## src/rtl/regf_write_arbiter.sv

```systemverilog
// regf_write_arbiter: owns the single register-file write port behind WriteBack.
// The pipeline WB write has priority. Debug writes (register preload) queue in a
// small FIFO. A starvation counter forces one stall slot so debug writes always drain.
// Optional feature: define REGF_ARB_STATS_EN to add outForceCnt, a saturating count
// of FORCE cycles.
module regf_write_arbiter #(
  parameter int DEPTH        = 4,
  parameter int PTR_W        = 2,
  parameter int STARVE_LIMIT = 8
) (
  input  logic             clk,
  input  logic             rst,
  input  logic             inWB_wr,
  input  logic [4:0]       inWB_wa,
  input  logic [31:0]      inWB_wd,
  input  logic             inDbg_valid,
  input  logic [4:0]       inDbg_wa,
  input  logic [31:0]      inDbg_wd,
  output logic             outDbg_ready,
  output logic             outStall,
  output logic             outRegF_wr,
  output logic [4:0]       outRegF_wa,
  output logic [31:0]      outRegF_wd,
  output logic             outGrantDbg,
`ifdef REGF_ARB_STATS_EN
  output logic [15:0]      outForceCnt,
`endif
  output logic [PTR_W:0]   outPending
);

  localparam int CNT_W = $clog2(STARVE_LIMIT + 1);
  localparam logic [CNT_W-1:0] LIMIT   = CNT_W'(STARVE_LIMIT);
  localparam logic [PTR_W:0]   FULL_CT = (PTR_W+1)'(DEPTH);

  typedef enum logic [1:0] {
    IDLE  = 2'd0,
    PEND  = 2'd1,
    FORCE = 2'd2
  } arbState_t;

  typedef struct packed {
    logic [4:0]  wa;
    logic [31:0] wd;
  } dbgEntry_t;

  arbState_t         state, stateNext;
  dbgEntry_t         fifoMem [DEPTH];
  dbgEntry_t         head;
  logic [PTR_W-1:0]  wrPtr, rdPtr;
  logic [PTR_W:0]    count, countNext;
  logic [CNT_W-1:0]  starveCnt, starveNext;
  logic              push, pop, wbTake;
  logic              selWr;
  logic [4:0]        selWa;
  logic [31:0]       selWd;

  // Status outputs come straight from registered state.
  assign outDbg_ready = (count != FULL_CT);
  assign outStall     = (state == FORCE);
  assign outPending   = count;
  assign head         = fifoMem[rdPtr];

  // Arbitration: next state, starvation count, FIFO push/pop and port selection.
  always_comb begin
    // NOTE: every output of this block gets a default first so no path leaves a
    // value unassigned, which would otherwise infer a latch.
    push       = inDbg_valid & outDbg_ready;
    pop        = 1'b0;
    wbTake     = 1'b0;
    starveNext = starveCnt;
    stateNext  = state;

    unique case (state)
      IDLE: begin
        wbTake = inWB_wr;
      end
      PEND: begin
        if (inWB_wr) begin
          wbTake     = 1'b1;
          starveNext = starveCnt + CNT_W'(1);
        end else begin
          pop        = 1'b1;
          starveNext = '0;
        end
      end
      FORCE: begin
        // The pipeline is frozen and re-presents its write next cycle.
        pop        = 1'b1;
        starveNext = '0;
      end
      default: begin
        starveNext = '0;
      end
    endcase

    countNext = count + (PTR_W+1)'(push) - (PTR_W+1)'(pop);

    unique case (state)
      IDLE:    stateNext = push ? PEND : IDLE;
      PEND: begin
        if (countNext == '0)          stateNext = IDLE;
        else if (starveNext == LIMIT) stateNext = FORCE;
        else                          stateNext = PEND;
      end
      FORCE:   stateNext = (countNext != '0) ? PEND : IDLE;
      default: stateNext = IDLE;
    endcase

    selWr = pop | wbTake;
    selWa = pop ? head.wa : inWB_wa;
    selWd = pop ? head.wd : inWB_wd;
  end

  // State, FIFO bookkeeping and the registered write port.
  always_ff @(posedge clk or negedge rst) begin
    if (!rst) begin
      state       <= IDLE;
      wrPtr       <= '0;
      rdPtr       <= '0;
      count       <= '0;
      starveCnt   <= '0;
      outRegF_wr  <= 1'b0;
      outRegF_wa  <= '0;
      outRegF_wd  <= '0;
      outGrantDbg <= 1'b0;
    end else begin
      // NOTE: sequential state uses non-blocking assignments so every register
      // samples the pre-edge values, independent of statement order.
      state       <= stateNext;
      count       <= countNext;
      starveCnt   <= starveNext;
      if (push) wrPtr <= wrPtr + PTR_W'(1);
      if (pop)  rdPtr <= rdPtr + PTR_W'(1);
      // r0 is hardwired to zero, so a write there never reaches the file.
      outRegF_wr  <= selWr && (selWa != 5'd0);
      outRegF_wa  <= selWa;
      outRegF_wd  <= selWd;
      outGrantDbg <= pop;
    end
  end

  // FIFO storage: write the entry at the tail on an accepted push.
  always_ff @(posedge clk) begin
    // NOTE: the storage array is deliberately not reset. Validity is tracked by
    // count/pointers, and a reset on the array would turn RAM into flops.
    if (push) fifoMem[wrPtr] <= '{wa: inDbg_wa, wd: inDbg_wd};
  end

`ifdef REGF_ARB_STATS_EN
  logic [15:0] forceCnt;

  // Saturating count of forced debug slots.
  always_ff @(posedge clk or negedge rst) begin
    if (!rst)                                     forceCnt <= '0;
    else if (state == FORCE && forceCnt != 16'hFFFF) forceCnt <= forceCnt + 16'd1;
  end

  assign outForceCnt = forceCnt;
`endif

endmodule

```

## config.mk

```make
export PLATFORM = sky130hd
export DESIGN_NAME = regf_write_arbiter
export DESIGN_NICKNAME = d
export VERILOG_FILES = /design/src/rtl/regf_write_arbiter.sv
export SDC_FILE = /design/constraint.sdc
export NUM_CORES = 1
export LEC_CHECK = 0
export ABC_AREA = 1
export CORE_MARGIN = 2
export CORE_UTILIZATION = 50
export CTS_BUF_LIST = sky130_fd_sc_hd__clkbuf_4 sky130_fd_sc_hd__clkbuf_8
export CTS_CLUSTER_SIZE = 25
export DETAILED_ROUTE_END_ITERATION = 6
export PLACE_DENSITY = 0.8
export SYNTH_ARGS = -nofsm -noshare
export SYNTH_HDL_FRONTEND = slang
export SYNTH_SLANG_ARGS = --single-unit
```

## constraint.sdc

```tcl
create_clock -name clk -period 7.28 [get_ports clk]
set_input_delay 1.456 -clock clk [delete_from_list [all_inputs] [get_ports clk]]
set_output_delay 1.456 -clock clk [all_outputs]
set_load 0.01 [all_outputs]
```

## Yosys cells after proc, flatten, opt, wreduce, memory -nomap -nowiden

Memory sizes are Yosys's and may differ from the RTL's.
Index checks and enable logic that the tools add are counted.

| cells by class | value |
|---|---|
| $add $sub $neg | 5 |
| multipliers | 0 |
| div/mod/pow operators | 0 |
| $lt $le $gt $ge | 0 |
| eq/ne operators | 4 |
| shifts and indexed selects | 0 |
| muxes and demuxes | 15 |
| bitwise gates (word level) | 2 |
| reductions and logical operators | 5 |

Operators with widths:

| operator | number |
|---|---|
| $mux 32 | 1 |
| $pmux 4 s2 | 1 |
| $mux 1 | 6 |
| $pmux 2 s3 | 1 |
| $mux 5 | 1 |
| $reduce_bool 5->1 | 1 |
| $add 2x1->2 const B | 2 |
| $add 4x1->4 const B | 1 |
| $eq 4x4->1 const B | 1 |
| $mux 2 | 2 |
| $mux 4 | 1 |
| $pmux 1 s2 | 2 |
| $add 3x1->3 | 1 |
| $logic_not 3->1 | 1 |
| $ne 3x3->1 const B | 1 |
| $reduce_bool 3->1 | 1 |
| $sub 3x1->3 | 1 |
| $eq 2x1->1 const B | 1 |
| $eq 2x2->1 const B | 1 |
| $logic_not 2->1 | 1 |
| $and 1x1->1 | 1 |
| $logic_and 1x1->1 | 1 |
| $or 1x1->1 | 1 |

| storage, ports and cells | value |
|---|---|
| register bits after elaboration | 52 |
| latch bits | 0 |
| memory bits (writable) | 148 |
| ROM bits | 0 |
| input bits | 78 |
| output and inout port bits | 44 |
| logic and storage cells | 41 |
| memories | 1 |

Memories:

| memory | depth | bits a word | read ports | clocked after memory_dff | write ports | line | RTL |
|---|---|---|---|---|---|---|---|
| fifoMem | 4 | 37 | 1 | 0 | 1 | 47 | `dbgEntry_t fifoMem [DEPTH];` |

## Longest topological paths before layout

Gate-level depths: netlist of run 1.

| depth | value |
|---|---|
| depth in word-level cells | 7 |
| mapped depth | 17 |
| gate-level depth less buffers | 14 |

## Worst setup path before layout of run 1

OpenSTA, ideal clock, no wires.

| timing | value |
|---|---|
| kind | in2reg |
| start point | input inDbg_valid |
| end point | memory fifoMem[0][0] (netlist name) (enable) |
| setup time | 0.431 ns |
| data arrival time | 3.139 ns |
| required time | 6.849 ns |
| path slack | 3.709 ns |
| cell stages on the path | 2 |
| path buffers | 0 |
| path through | nand2_2 > nor2_1 |

| between the ends | value |
|---|---|
| word-level cells in the longest chain between the ends | 3 |

Ends and longest elaborated chain:

| item | line | RTL |
|---|---|---|
| start, declared | 16 | `input logic inDbg_valid,` |
| $and 1x1->1 | 67 | `push = inDbg_valid & outDbg_ready;` |
| $mux 1 | 146 | `if (push) fifoMem[wrPtr] <= '{wa: inDbg_wa, wd: inDbg_wd};` |
| $mux 1 (not written as such) | 146 |  |
| end, declared | 47 |  |

No other way between the ends.

## Worst setup path in the final report of run 1

| timing | value |
|---|---|
| start point | input inWB_wr |
| end point | register state[0] |

| between the ends | value |
|---|---|
| word-level cells in the longest chain between the ends | 6 |
| elaborated cells on any way between the ends | 12 |
| those cells by class | add/sub: 1; eq/ne: 1; mux: 8; reduce/logical: 2 |

Ends and longest elaborated chain:

| item | line | RTL |
|---|---|---|
| start, declared | 13 | `input logic inWB_wr,` |
| $mux 1 (*) | 78 | `if (inWB_wr) begin` |
| $pmux 1 s2 (*) | 73 | `unique case (state)` |
| $sub 3x1->3 (*) | 96 | `countNext = count + (PTR_W+1)'(push) - (PTR_W+1)'(pop);` |
| net countNext[1] | 50 | `logic [PTR_W:0] count, countNext;` |
| $reduce_bool 3->1 or $logic_not 3->1 (tied branches) | 105, 101 |  |
| $mux 1 or $mux 2 (tied branches) | 105, 101 |  |
| $pmux 2 s3 (*) | 98 | `unique case (state)` |
| net stateNext[0] | 46 | `arbState_t state, stateNext;` |
| end signal, assigned | 129 | `state <= stateNext;` |
| end, declared | 46 |  |

Mark *: on every way through the listed nets, which the timed path passes. The rest lies on a longest branch.
A chain may end at the register's enable or synchronous reset.

==> results of run 1 <==
==> cell usage after synthesis <==
| library cell | n | area (sq um) |
|---|---|---|
| buf_2 | 7 | 35.03 |
| o21ai_1 | 4 | 20.02 |
| ha_1 | 11 | 137.6 |
| nand2_1 | 46 | 172.7 |
| or2_2 | 3 | 18.77 |
| fa_1 | 1 | 20.02 |
| inv_2 | 2 | 7.510 |
| xor2_1 | 2 | 17.52 |
| nand3b_1 | 1 | 7.510 |
| a21oi_1 | 4 | 20.02 |
| dfrtp_1 | 52 | 1301 |
| inv_1 | 39 | 146.4 |
| buf_1 | 5 | 18.77 |
| nand3_1 | 12 | 60.06 |
| clkbuf_1 | 6 | 22.52 |
| o21ai_0 | 68 | 340.3 |
| nor2_1 | 186 | 698.2 |
| nand2_2 | 1 | 6.260 |
| a31oi_1 | 32 | 200.2 |
| buf_6 | 5 | 56.30 |
| buf_4 | 8 | 60.06 |
| nor3_1 | 1 | 5.000 |
| edfxtp_1 | 148 | 4444 |
==> area by class of cell <==
class,count,area (sq um)
clock buffer,17,234.0
clock inverter,15,177.7
fill,1146,5657
inverter,41,153.9
multi-input combinational,372,1765
sequential,200,5748
tap,211,264.0
timing repair buffer,128,1259
==> layout by cell type, fill, tap and decap left out, types with 3 or more instances in the layout <==
| cell type | count |
|---|---|
| a21oi_1 | 3 |
| edfxtp_1 | 148 |
| nor2_4 | 4 |
| buf_4 | 7 |
| nand2_1 | 46 |
| dfrtp_1 | 50 |
| or2_2 | 3 |
| o21ai_1 | 4 |
| ha_1 | 11 |
| inv_1 | 39 |
| clkdlybuf4s50_1 | 120 |
| clkinv_4 | 5 |
| clkinv_1 | 3 |
| nor2_1 | 182 |
| nand3_1 | 12 |
| bufinv_16 | 3 |
| clkbuf_8 | 17 |
| a31oi_1 | 32 |
| o21ai_0 | 68 |
==> flip-flops by register name (all words and copies together), names as in the netlist <==
name,count
wrPtr,2
fifoMem,148
outRegF_wr,1
outPending,3
outRegF_wd,32
rdPtr,2
state,2
outRegF_wa,5
starveCnt,4
outGrantDbg,1
==> cell families (layout without fill, tap and decap cells) <==
kind of cell,Yosys count,count (layout)
AND/OR/NAND/NOR,250,250
flip-flops,200,200
AO/OA/AOI/OAI,108,108
buffers and inverters,72,201
adder cells (fa/ha/maj),12,12
XOR/XNOR,2,2
==> worst paths after layout <==
path / start / end / depth (start not counted)
worst max-delay path: inWB_wr / state[0] / 15
worst max register to register: state[1] / state[0] / 15
worst min register to register: starveCnt[3] / starveCnt[3] / 2
worst min-delay path: starveCnt[3] / starveCnt[3] / 2
min in group asynchronous: rst / outRegF_wa[1] / 2
max in group asynchronous: rst / rdPtr[0] / 2
==> power groups by stage <==
stage / logic, mW / registers, mW / clock network [mW]
after floorplan: 0.710 / 1.66 / 0
after global placement: 1.11 / 1.66 / 0
after detailed placement: 1.17 / 1.67 / 0
after CTS: 1.17 / 1.64 / 0.724
after global routing: 1.31 / 1.67 / 0.767
final: 1.16 / 1.64 / 0.711
==> tightest hold or removal path, cell delays in order, from the launching register on <==
cell     delay, ps
dfrtp_1        360
nand2_1         50
o21ai_0         90
==> metrics by stage <==
| stage | util, % | instances | setup slack [ps] | instance area (sq um) |
|---|---|---|---|---|
| after floorplan | - | 644 | 3709 | 7816 |
| after CTS | 62.93 | 984 | 3323 | 9602 |
| after global placement | 60.23 | 952 | 2948 | 9190 |
| after detailed placement | 60.23 | 952 | 2826 | 9190 |
| final | 62.93 | 984 | 3303 | 9602 |
| after global routing | 62.93 | 984 | 3106 | 9602 |
==> routing by layer <==
layer  track usage [%]  part of all wire, %
met1             24.87                   41
met2             35.98                   52
met3             4.459                  5.7
met4             7.289                  1.5
met5                 0                    0
==> impl_metrics.ini, run 1 <==
[routing]
detail_route.first_pass.iterations = 5
routed_via_density = 5.220
ant_nets = 0
wl_per_cell_um = 16.46
routed_wl_mm = 16.20
drt-initial-drc-count = 454
vias = 5136
remaining_drc_errors = 0

[clock_network]
cts_setup_buffers = 0
clk_pin_slew_ps = 100
cts_sinks = 200
clockBufferDepth = 2
root_buffer = clkbuf_8
clkLatencyLatePin_ps = 450
numCtsBuffers = 17
cts_htree_levels = 4
tritoncts = built
cts.repair.resized = 0
cts_hold_buf = 0

[critical_path]
crit_slowest_cell = buf_4
critical-path-top-delay-family = buffers and inverters
worstSetupStartpointType = input pin
crit_arrival_ps = 4320
max_stage_delay_ps = 640
cp.required_ps = 7630
critPathMaxFanout = 75
path_class = in -> reg
cp-end-kind = flip-flop
crit_chain = clkdlybuf4s50_1 -> inv_1 -> nand2_1 -> a21oi_4 -> buf_4 -> ha_1 -> inv_1 -> ha_1 -> fa_1 -> nor2_1 -> nand3_1 -> nand2_1 -> inv_1 -> nand2_1 -> a21oi_1
rrSetupSlack_ps = 4060
path_buf_inv = 5

[yosys]
syn_inst = 644
ys_warn_count = 0
synth_top_family_by_area = simple AND/OR/NAND/NOR gates
synth_fp_nets = 734
synth-xor-area-share_pct = 0.2241
synthSimpleGateAreaFrac_pct = 12.39
netlist_area_sq_mm = 0.007816
synth_compound_area_share_pct = 7.428
ys_ff_latch = 200
syn_avg_cell_area_sq_um = 12.14
synthMuxAreaShare_pct = 0
synth-adder-area-share_pct = 2.017
synth_cell_type_count = 23
ys_seq_area_share_pct = 73.51

[worst_hold_path]
hp-class = reg -> reg

[finish]
area_growth_pct = 22.84
drive_gt1_share_pct = 6.468
layout.nets = 850
antenna_cells = 0

[global_route]
grt_overflow = 0
grt_pass1_vias = 5293
grt_pass1_wl_mm = 25.66
antenna_found_initial = 0
grt.total_usage_pct = 20.37
grt_max_degree = 76

[sta]
fin_hold_ws_ps = 536.4
slew_violations = 0
finalHoldViolations = 0
setup_violations = 0
finalCriticalPeriod_ps = 3977
setup_tns_ps = 0
fmax_ghz = 0.2515
tightest_slew_ps = 1117
rsz0062_at_grt = false
max_slew_margin_pct = 25.41
period_share_pct = 54.62
skew_ps = 14.09

[run_status]
run_status = finished, final reports clean

[job]
drv_cap = 0

[placed_design]
hpwl_mm = 9.383
portBuffers = 121
gp_congestion = 0.7563

[floorplanning]
die_w_um = 129.0
core.rowCount = 45
start_util_pct = 51.23
ioPinCount = 122
die_y_um = 129.0
core_sq_mm = 0.01526
dieArea_sq_mm = 0.01665

[power]
powerDensity_mw_per_mm2 = 366.6
cellLeakagePower_nw = 3.576
netSwitchingFraction_pct = 34.39
power_mw = 3.520
combPwrFrac_pct = 33.1
internal_power_mw = 2.309
power_frac_seq_pct = 46.7
p_clk_share_pct = 20.2
net-switching-power_mw = 1.210
peakVddDrop_uv = 162.2
Power figures use the tool's default switching activity.
==> run 2: changes to the inputs <==
Clock period 7.28 ns to 3.87 ns, I/O delays scaled along.
==> impl_metrics.ini, run 2 (same netlist as run 1, synthesis figures left out) <==
[routing]
routed_wl_mm = 16.49
routed_via_density = 5.138
vias = 5056
detail_route.first_pass.iterations = 4
wl_per_cell_um = 16.76
remaining_drc_errors = 0
ant_nets = 0
drt-initial-drc-count = 485

[finish]
largest_register = fifoMem
final_common_cell = nor2_1
layout.nets = 850
largest_register_ffs = 148
area_growth_pct = 21.95
reg_top3 = fifoMem: 148 flops, outRegF_wd: 32 flops, outRegF_wa: 5 flops
design_area_sq_mm = 0.009532
final_cell_mix = nor2_1 (182), edfxtp_1 (148), clkdlybuf4s50_1 (120)
antenna_cells = 0
drive_gt1_share_pct = 6.856

[sta]
slew_violations = 0
setup_violations = 0
finalHoldViolations = 0
tightest_slew_ps = 1156
finalCriticalPeriod_ps = 2764
max_slew_margin_pct = 22.92
rsz0062_at_grt = false
fmax_ghz = 0.3618
setup_tns_ps = 0
period_share_pct = 71.41
skew_ps = 10.16

[power]
combPwrFrac_pct = 33.8
netSwitchingFraction_pct = 34.48
powerDensity_mw_per_mm2 = 676.7
internal_power_mw = 4.226
net-switching-power_mw = 2.224
p_clk_share_pct = 18.2
cellLeakagePower_nw = 3.552
peakVddDrop_uv = 508.6
power_frac_seq_pct = 48.0

[placed_design]
hpwl_mm = 9.934
postPlaceCellArea_sq_mm = 0.009190
portBuffers = 121
gp_congestion = 0.7926

[critical_path]
cp-end-kind = flip-flop
worstSetupStartpointType = flip-flop
reg2regPathDepth = 14
crit_arrival_ps = 3110
path_class = reg -> reg
critPathMaxFanout = 9
cp.required_ps = 4210

[global_route]
antenna_found_initial = 0
grt.total_usage_pct = 20.71
grt_pass1_wl_mm = 25.63
grt_max_degree = 76
grt_pass1_vias = 5151
grt_overflow = 0

[clock_network]
cts_hold_buf = 0
root_buffer = clkbuf_8
numCtsBuffers = 17
cts_htree_levels = 4
tritoncts = built
clk_pin_slew_ps = 90
cts.repair.resized = 0
cts_setup_buffers = 0
clkLatencyLatePin_ps = 460
clockBufferDepth = 2
cts_sinks = 200

[floorplanning]
core_sq_mm = 0.01526
dieArea_sq_mm = 0.01665
core.rowCount = 45
die_w_um = 129.0
die_y_um = 129.0
start_util_pct = 51.23
ioPinCount = 122

[worst_hold_path]
hp-class = in -> async

[job]
drv_cap = 0

[run_status]
run_status = finished, final reports clean
[run 2: changes by cell type in the layout (fill, tap and decap cells not counted)]
cell,change
clkinv_1,-3
bufinv_16,-3
inv_6,-1
clkinv_2,+1
clkinv_4,-5
inv_8,-1
clkinvlp_4,+1
clkbuf_4,+11
[run 2: cell type report]
class | instances | area [sq um]
repair buffers | 128 | 1259
clock buffers | 28 | 316.6
inverters | 41 | 153.9
well taps | 211 | 264.0
fillers | 1156 | 5727
clock inverters | 4 | 25.02
flip-flops and latches | 200 | 5748
multi-input cells | 372 | 1765
[run 2: critical path: stages, from the launching register on]
cell	delay, ps
dfrtp_1	410
inv_1	110
nand2_1	100
or2_2	310
nand2_2	270
ha_1	290
inv_1	60
ha_1	160
fa_1	450
nor2_1	130
nand3_1	100
nand2_1	100
inv_1	50
nand2_1	50
a21oi_1	60
[run 2: per-stage QoR]
step | util [%] | hold WS, ps | cells | setup slack, ps | power (mW)
2_1_floorplan | - | 478.4 | 644 | 981.4 | 4.467
3_3_place_gp | 60.23 | 508.3 | 952 | 849.0 | 5.207
3_5_place_dp | 60.23 | 514.3 | 952 | 710.1 | 5.348
4_1_cts | 62.47 | 365.6 | 984 | 1121 | 6.500
5_1_grt | 62.47 | 411.5 | 984 | 910.6 | 6.865
6_report | 62.47 | 380.0 | 984 | 1106 | 6.451
[run 2: path summary, 6_finish.rpt]
kind / from / end / slack [ps]
max reg2reg: outPending[1] / state[0] / 1110
max: outPending[1] / state[0] / 1110
min reg2reg: starveCnt[3] / starveCnt[3] / 540
max in group asynchronous: rst / outRegF_wd[17] / 2650
min: rst / outRegF_wd[2] / 380
min in group clk: starveCnt[3] / starveCnt[3] / 540
[run 2: power groups by stage]
stage	registers, mW	clock network [mW]	logic, mW
final	3.10	1.17	2.18
after global routing	3.15	1.27	2.45
after CTS	3.10	1.19	2.21
after detailed placement	3.15	0	2.20
after global placement	3.12	0	2.08
after floorplan	3.13	0	1.34
[run 2: per-layer routing]
metal | routed length [um] | global-route usage (%) | share of wire [%]
met1 | 6923 | 25.51 | 42
met2 | 8273 | 35.76 | 50
met3 | 974 | 5.078 | 5.9
met4 | 316 | 7.801 | 1.9
met5 | 0 | 0 | 0
==> run 3: changes to the inputs <==
Settings changed: PLACE_DENSITY 0.8 to 0.83.
Clock period 3.87 ns to 2.28 ns, I/O delays scaled along.
==> impl_metrics.ini, run 3 (same netlist as run 1, synthesis figures left out) <==
[run_status]
run_status = complete, but fails checks
violations = setup timing

[clock_network]
cts_htree_levels = 4
cts_sinks = 200
clk_pin_slew_ps = 100
tritoncts = built
root_buffer = clkbuf_8
clockBufferDepth = 2
clkLatencyLatePin_ps = 470
numCtsBuffers = 17

[finish]
drive_gt1_share_pct = 10.97
final_core_util_pct = 64.72
final_common_cell = nor2_1
reg_top3 = fifoMem: 148 flops, outRegF_wd: 32 flops, outRegF_wa: 5 flops
design_area_sq_mm = 0.009874
layout.nets = 870
area_growth_pct = 26.33
final_cell_mix = nor2_1 (181), edfxtp_1 (148), clkdlybuf4s50_1 (118)
largest_register_ffs = 148
fin_cells = 1004
antenna_cells = 0
largest_register = fifoMem

[critical_path]
path_buf_inv = 4
cp-end-kind = flip-flop
critical-path-top-delay-family = adder cells
crit_chain = inv_2 -> ha_4 -> inv_2 -> a21oi_4 -> ha_4 -> inv_2 -> ha_4 -> fa_2 -> nor2_2 -> nand3_2 -> nand2_2 -> inv_1 -> nand2_1 -> a21oi_1
worstSetupStartpointType = flip-flop
cp.required_ps = 2640
path_class = reg -> reg
critPathMaxFanout = 3
max_stage_delay_ps = 440
crit_slowest_cell = fa_2
r2r_start = state[1]
crit_start = state[1]
crit_arrival_ps = 2730

[sta]
finalHoldViolations = 0
max_slew_margin_pct = 64.71
tightest_slew_ps = 529.3
layout_setup_ws_ps = -89.99
rsz0062_at_grt = true
finalCriticalPeriod_ps = 2370
slew_violations = 0
setup_tns_ps = -89.99
fmax_ghz = 0.4219
fin_hold_ws_ps = 412.3
setup_violations = 1
skew_ps = 21.89
period_share_pct = 103.9

[power]
internal_power_mw = 7.548
p_clk_share_pct = 18.2
combPwrFrac_pct = 37.3
peakVddDrop_uv = 536.2
power_frac_seq_pct = 44.5
cellLeakagePower_nw = 3.687
net-switching-power_mw = 3.908
netSwitchingFraction_pct = 34.11
power_mw = 11.46
powerDensity_mw_per_mm2 = 1160

[job]
drv_cap = 0

[routing]
routed_wl_mm = 16.07
routed_via_density = 5.146
drt-initial-drc-count = 408
detail_route.first_pass.iterations = 4
ant_nets = 0
remaining_drc_errors = 0
wl_per_cell_um = 16.01
vias = 5167

[placed_design]
portBuffers = 121
placedCellCount = 967
hpwl_mm = 9.796
gp_congestion = 0.8220
postPlaceCellArea_sq_mm = 0.009393
pre_cts_slack_ps = -436.2

[floorplanning]
ioPinCount = 122
die_y_um = 129.0
start_util_pct = 51.23
dieArea_sq_mm = 0.01665
die_w_um = 129.0
core.rowCount = 45
core_sq_mm = 0.01526

[global_route]
grt_max_degree = 76
grt_pass1_wl_mm = 24.79
grt_overflow = 0
grt_pass1_vias = 5146
antenna_found_initial = 0
grt.total_usage_pct = 19.94

[worst_hold_path]
hp-class = in -> async
run 3: cell types whose count changed in the layout (fill, tap and decap cells not counted), moves of 2 or more:
cell,previous run,this run
buf_12,0,7
clkdlybuf4s50_1,120,118
nand2_1,46,44
nand2_2,1,3
clkinv_2,2,4
inv_1,39,34
ha_4,0,4
buf_4,7,18
inv_2,2,7
clkbuf_4,11,5
ha_1,11,6
run 3: final cells by class:
cell class | count | area [sq um]
Sequential cell | 200 | 5748
Fill cell | 1075 | 5384
Multi-Input combinational cell | 372 | 1838
Timing Repair Buffer | 148 | 1508
Clock buffer | 23 | 285.3
Tap cell | 211 | 264.0
Inverter | 41 | 153.9
Clock inverter | 9 | 77.57
run 3: routing by layer:
metal  GRT usage [%]  share of wire (%)  vias to the layer above
met3           4.459                5.5                       27
met5               0                  0                        -
li1                -                  -                     2469
met1           23.88                 41                     2476
met4           8.376                2.3                        0
met2           35.05                 51                      195
run 3: final timing paths:
| kind | end | slack, ps | cells past startpoint |
|---|---|---|---|
| min reg2reg | outRegF_wd[19] | 540 | 2 |
| min | outRegF_wa[1] | 410 | 2 |
| max in group asynchronous | outRegF_wd[8] | 1290 | 3 |
| max reg2reg | state[0] | -90 | 14 |
| min in group clk | outRegF_wd[19] | 540 | 2 |
| max | state[0] | -90 | 14 |
run 3: power by group through the flow:
stage	sequential, mW	combinational, mW	clock [mW]
2_1_floorplan	5.31	2.27	0
3_3_place_gp	5.16	3.96	0
3_5_place_dp	5.18	4.07	0
4_1_cts	5.10	4.21	2.10
5_1_grt	5.17	4.74	2.24
6_report	5.10	4.27	2.08
run 3: timing repair:
item                                   in CTS  in global routing
hold buffers                                1                  0
pin swaps                                   4                  6
setup endpoints to repair                   3                  4
endpoints found under the hold margin      12                  0
gates resized for setup                    15                  7
buffers inserted                            2                  2
==> RTL edit: new RTL, settings of run 2 <==
Change the parameter `DEPTH` from 4 to 8.
--- a/src/rtl/regf_write_arbiter.sv
+++ b/src/rtl/regf_write_arbiter.sv
@@ -5,5 +5,5 @@
 // of FORCE cycles.
 module regf_write_arbiter #(
-  parameter int DEPTH        = 4,
+  parameter int DEPTH        = 8,
   parameter int PTR_W        = 2,
   parameter int STARVE_LIMIT = 8
Formal check against the unedited RTL: not equivalent (a bounded check fails within 4 cycles, from zero or initial values and one cycle with rst low).
==> RTL edit against run 2 <==
Count of clock-buffer cells in the layout is 10 lower; routed wire length shrank 1.3%; sequential cell count unchanged; total power is 3.7% higher; critical path depth unchanged; synthesized cell count shrank 1.1%; setup slack better by 0.016 ns; clock power is 22% higher; final area grew 0.80%; hold slack worse by 0.055 ns; synthesized area fell by 0.22%; combinational power rose by 4%.
==> RTL edit: results (changes against run 2) <==
metric;value;unit;change
status;finished clean;;
yosysSeqAreaShare;0.7367;;+0.001651
crit_family;simple AND/OR/NAND/NOR gates;;
fin_worst_skew;0.01015;ns;-0.000008000 ns
vdd_drop_max;350.7;uV;-31%
first_pass_iters;5;;+1
nets;846;;-0.47%
worstPathArrival;3.11;ns;about the same
reg.largest.list;fifoMem x148, outRegF_wd x32, outRegF_wa x5;;
yosysWarnings;0;;unchanged
synth_cell_types;26;;+13%
r2r_start;outPending[1];;
num_antenna_cells;0;;unchanged
holdWs;0.3251;ns;-0.05492 ns
postCtsSetupBuffers;0;;unchanged
drive_gt1_frac;0.07022;;+0.001657
grt_pass1_vias;5104;;-0.91%
cpPeakStageDelay;0.44;ns;
p_int;4.423;mW;+4.7%
io_buffers;121;;unchanged
cts-resized-gates;0;;unchanged
via_per_inst;5.242;;+2.0%
hold_path_class;primary input to asynchronous set/reset pin;;
place_ws;0.7435;ns;+0.03341 ns
cts.htree.levels;4;;unchanged
grt_usage;0.2015;;-0.005618
dp_cells;925;;-2.8%
slew_headroom;0.2355;;+0.006336
critPathSlowestCell;fa_1;;
grt_first_pass_wirelength;25180;um;-1.8%
reg2reg_depth;14;;unchanged
synth_edf_count;148;;unchanged
rrSetupSlack;1.12;ns;+0.02 ns
cts-buffers-inserted;17;;unchanged
place_area;9171;sq um;-0.20%
path_clk_slew;0.10;ns;
dp_hpwl;9961;um;+0.28%
antenna_found_initial;1;;+1
synthTopCellsByCount;184 x nor2_1, 148 x edfxtp_1, 67 x o21ai_0, 52 x dfrtp_1, 41 x nand2_1;;
syn_nets;727;;-0.95%
drt_iter0_drc;348;;-28%
routedWlPerCell;17.00;um;+1.5%
synth.area.top_cells;edfxtp_1 57%, dfrtp_1 17%, nor2_1 8.9%, o21ai_0 4.3%, a31oi_1 2.6%;;
p_leak;3.587;nW;+0.99%
synth_area_per_cell;12.24;sq um;+0.87%
num_vias;5017;;-0.77%
place_congestion;0.8048;;+1.5%
clockBufferDepth;2;;unchanged
cts_root_buf;clkbuf_8;;
r2r_end;state[0];;
==> RTL edit: final cells by class <==
class                   count  area, sq um
clock buffers              18        241.5
clock inverters            14        195.2
fillers                  1105         5594
inverters                  39        146.4
multi-input cells         367         1760
flip-flops and latches    200         5748
well taps                 188        235.2
repair buffers            131         1281
==> RTL edit: worst max path at each step <==
stage	from	to	slack (ns)	depth (start not counted)
finish	outPending[1]	state[0]	1.12	14
global placement	inDbg_valid	state[0]	0.86	12
floorplan	inDbg_valid	fifoMem[0][0]	0.98	2
CTS	outPending[1]	state[0]	1.13	14
detailed placement	inDbg_valid	state[0]	0.74	12
global route	outPending[1]	state[0]	0.91	14
==> RTL edit: power by group through the flow <==
stage          combinational, mW  sequential (mW)  clock [mW]
2_1_floorplan               1.32             3.13           0
3_3_place_gp                2.16             3.02           0
3_5_place_dp                2.26             3.05           0
4_1_cts                     2.27             3.01        1.45
5_1_grt                     2.52             3.05        1.54
6_report                    2.26             3.01        1.43
==> RTL edit: cell families (layout without fill, tap and decap cells) <==
| kind of cell | Yosys count | after routing | synth area share |
|---|---|---|---|
| compound gates | 109 | 109 | 0.07605 |
| xor+xnor | 3 | 3 | 0.003370 |
| fa+ha+maj | 12 | 12 | 0.02021 |
| buf+inv | 70 | 202 | 0.04284 |
| flops | 200 | 200 | 0.7367 |
| simple gates | 243 | 243 | 0.1208 |
==> RTL edit: layer usage <==
layer	vias up	part of all wire	routed length, um	GRT usage
li1	2409	-	-	-
met1	2407	0.43	7046	0.2598
met2	162	0.49	7967	0.3280
met3	37	0.053	862	0.05114
met4	2	0.024	386	0.08568
met5	-	0.00061	10	0
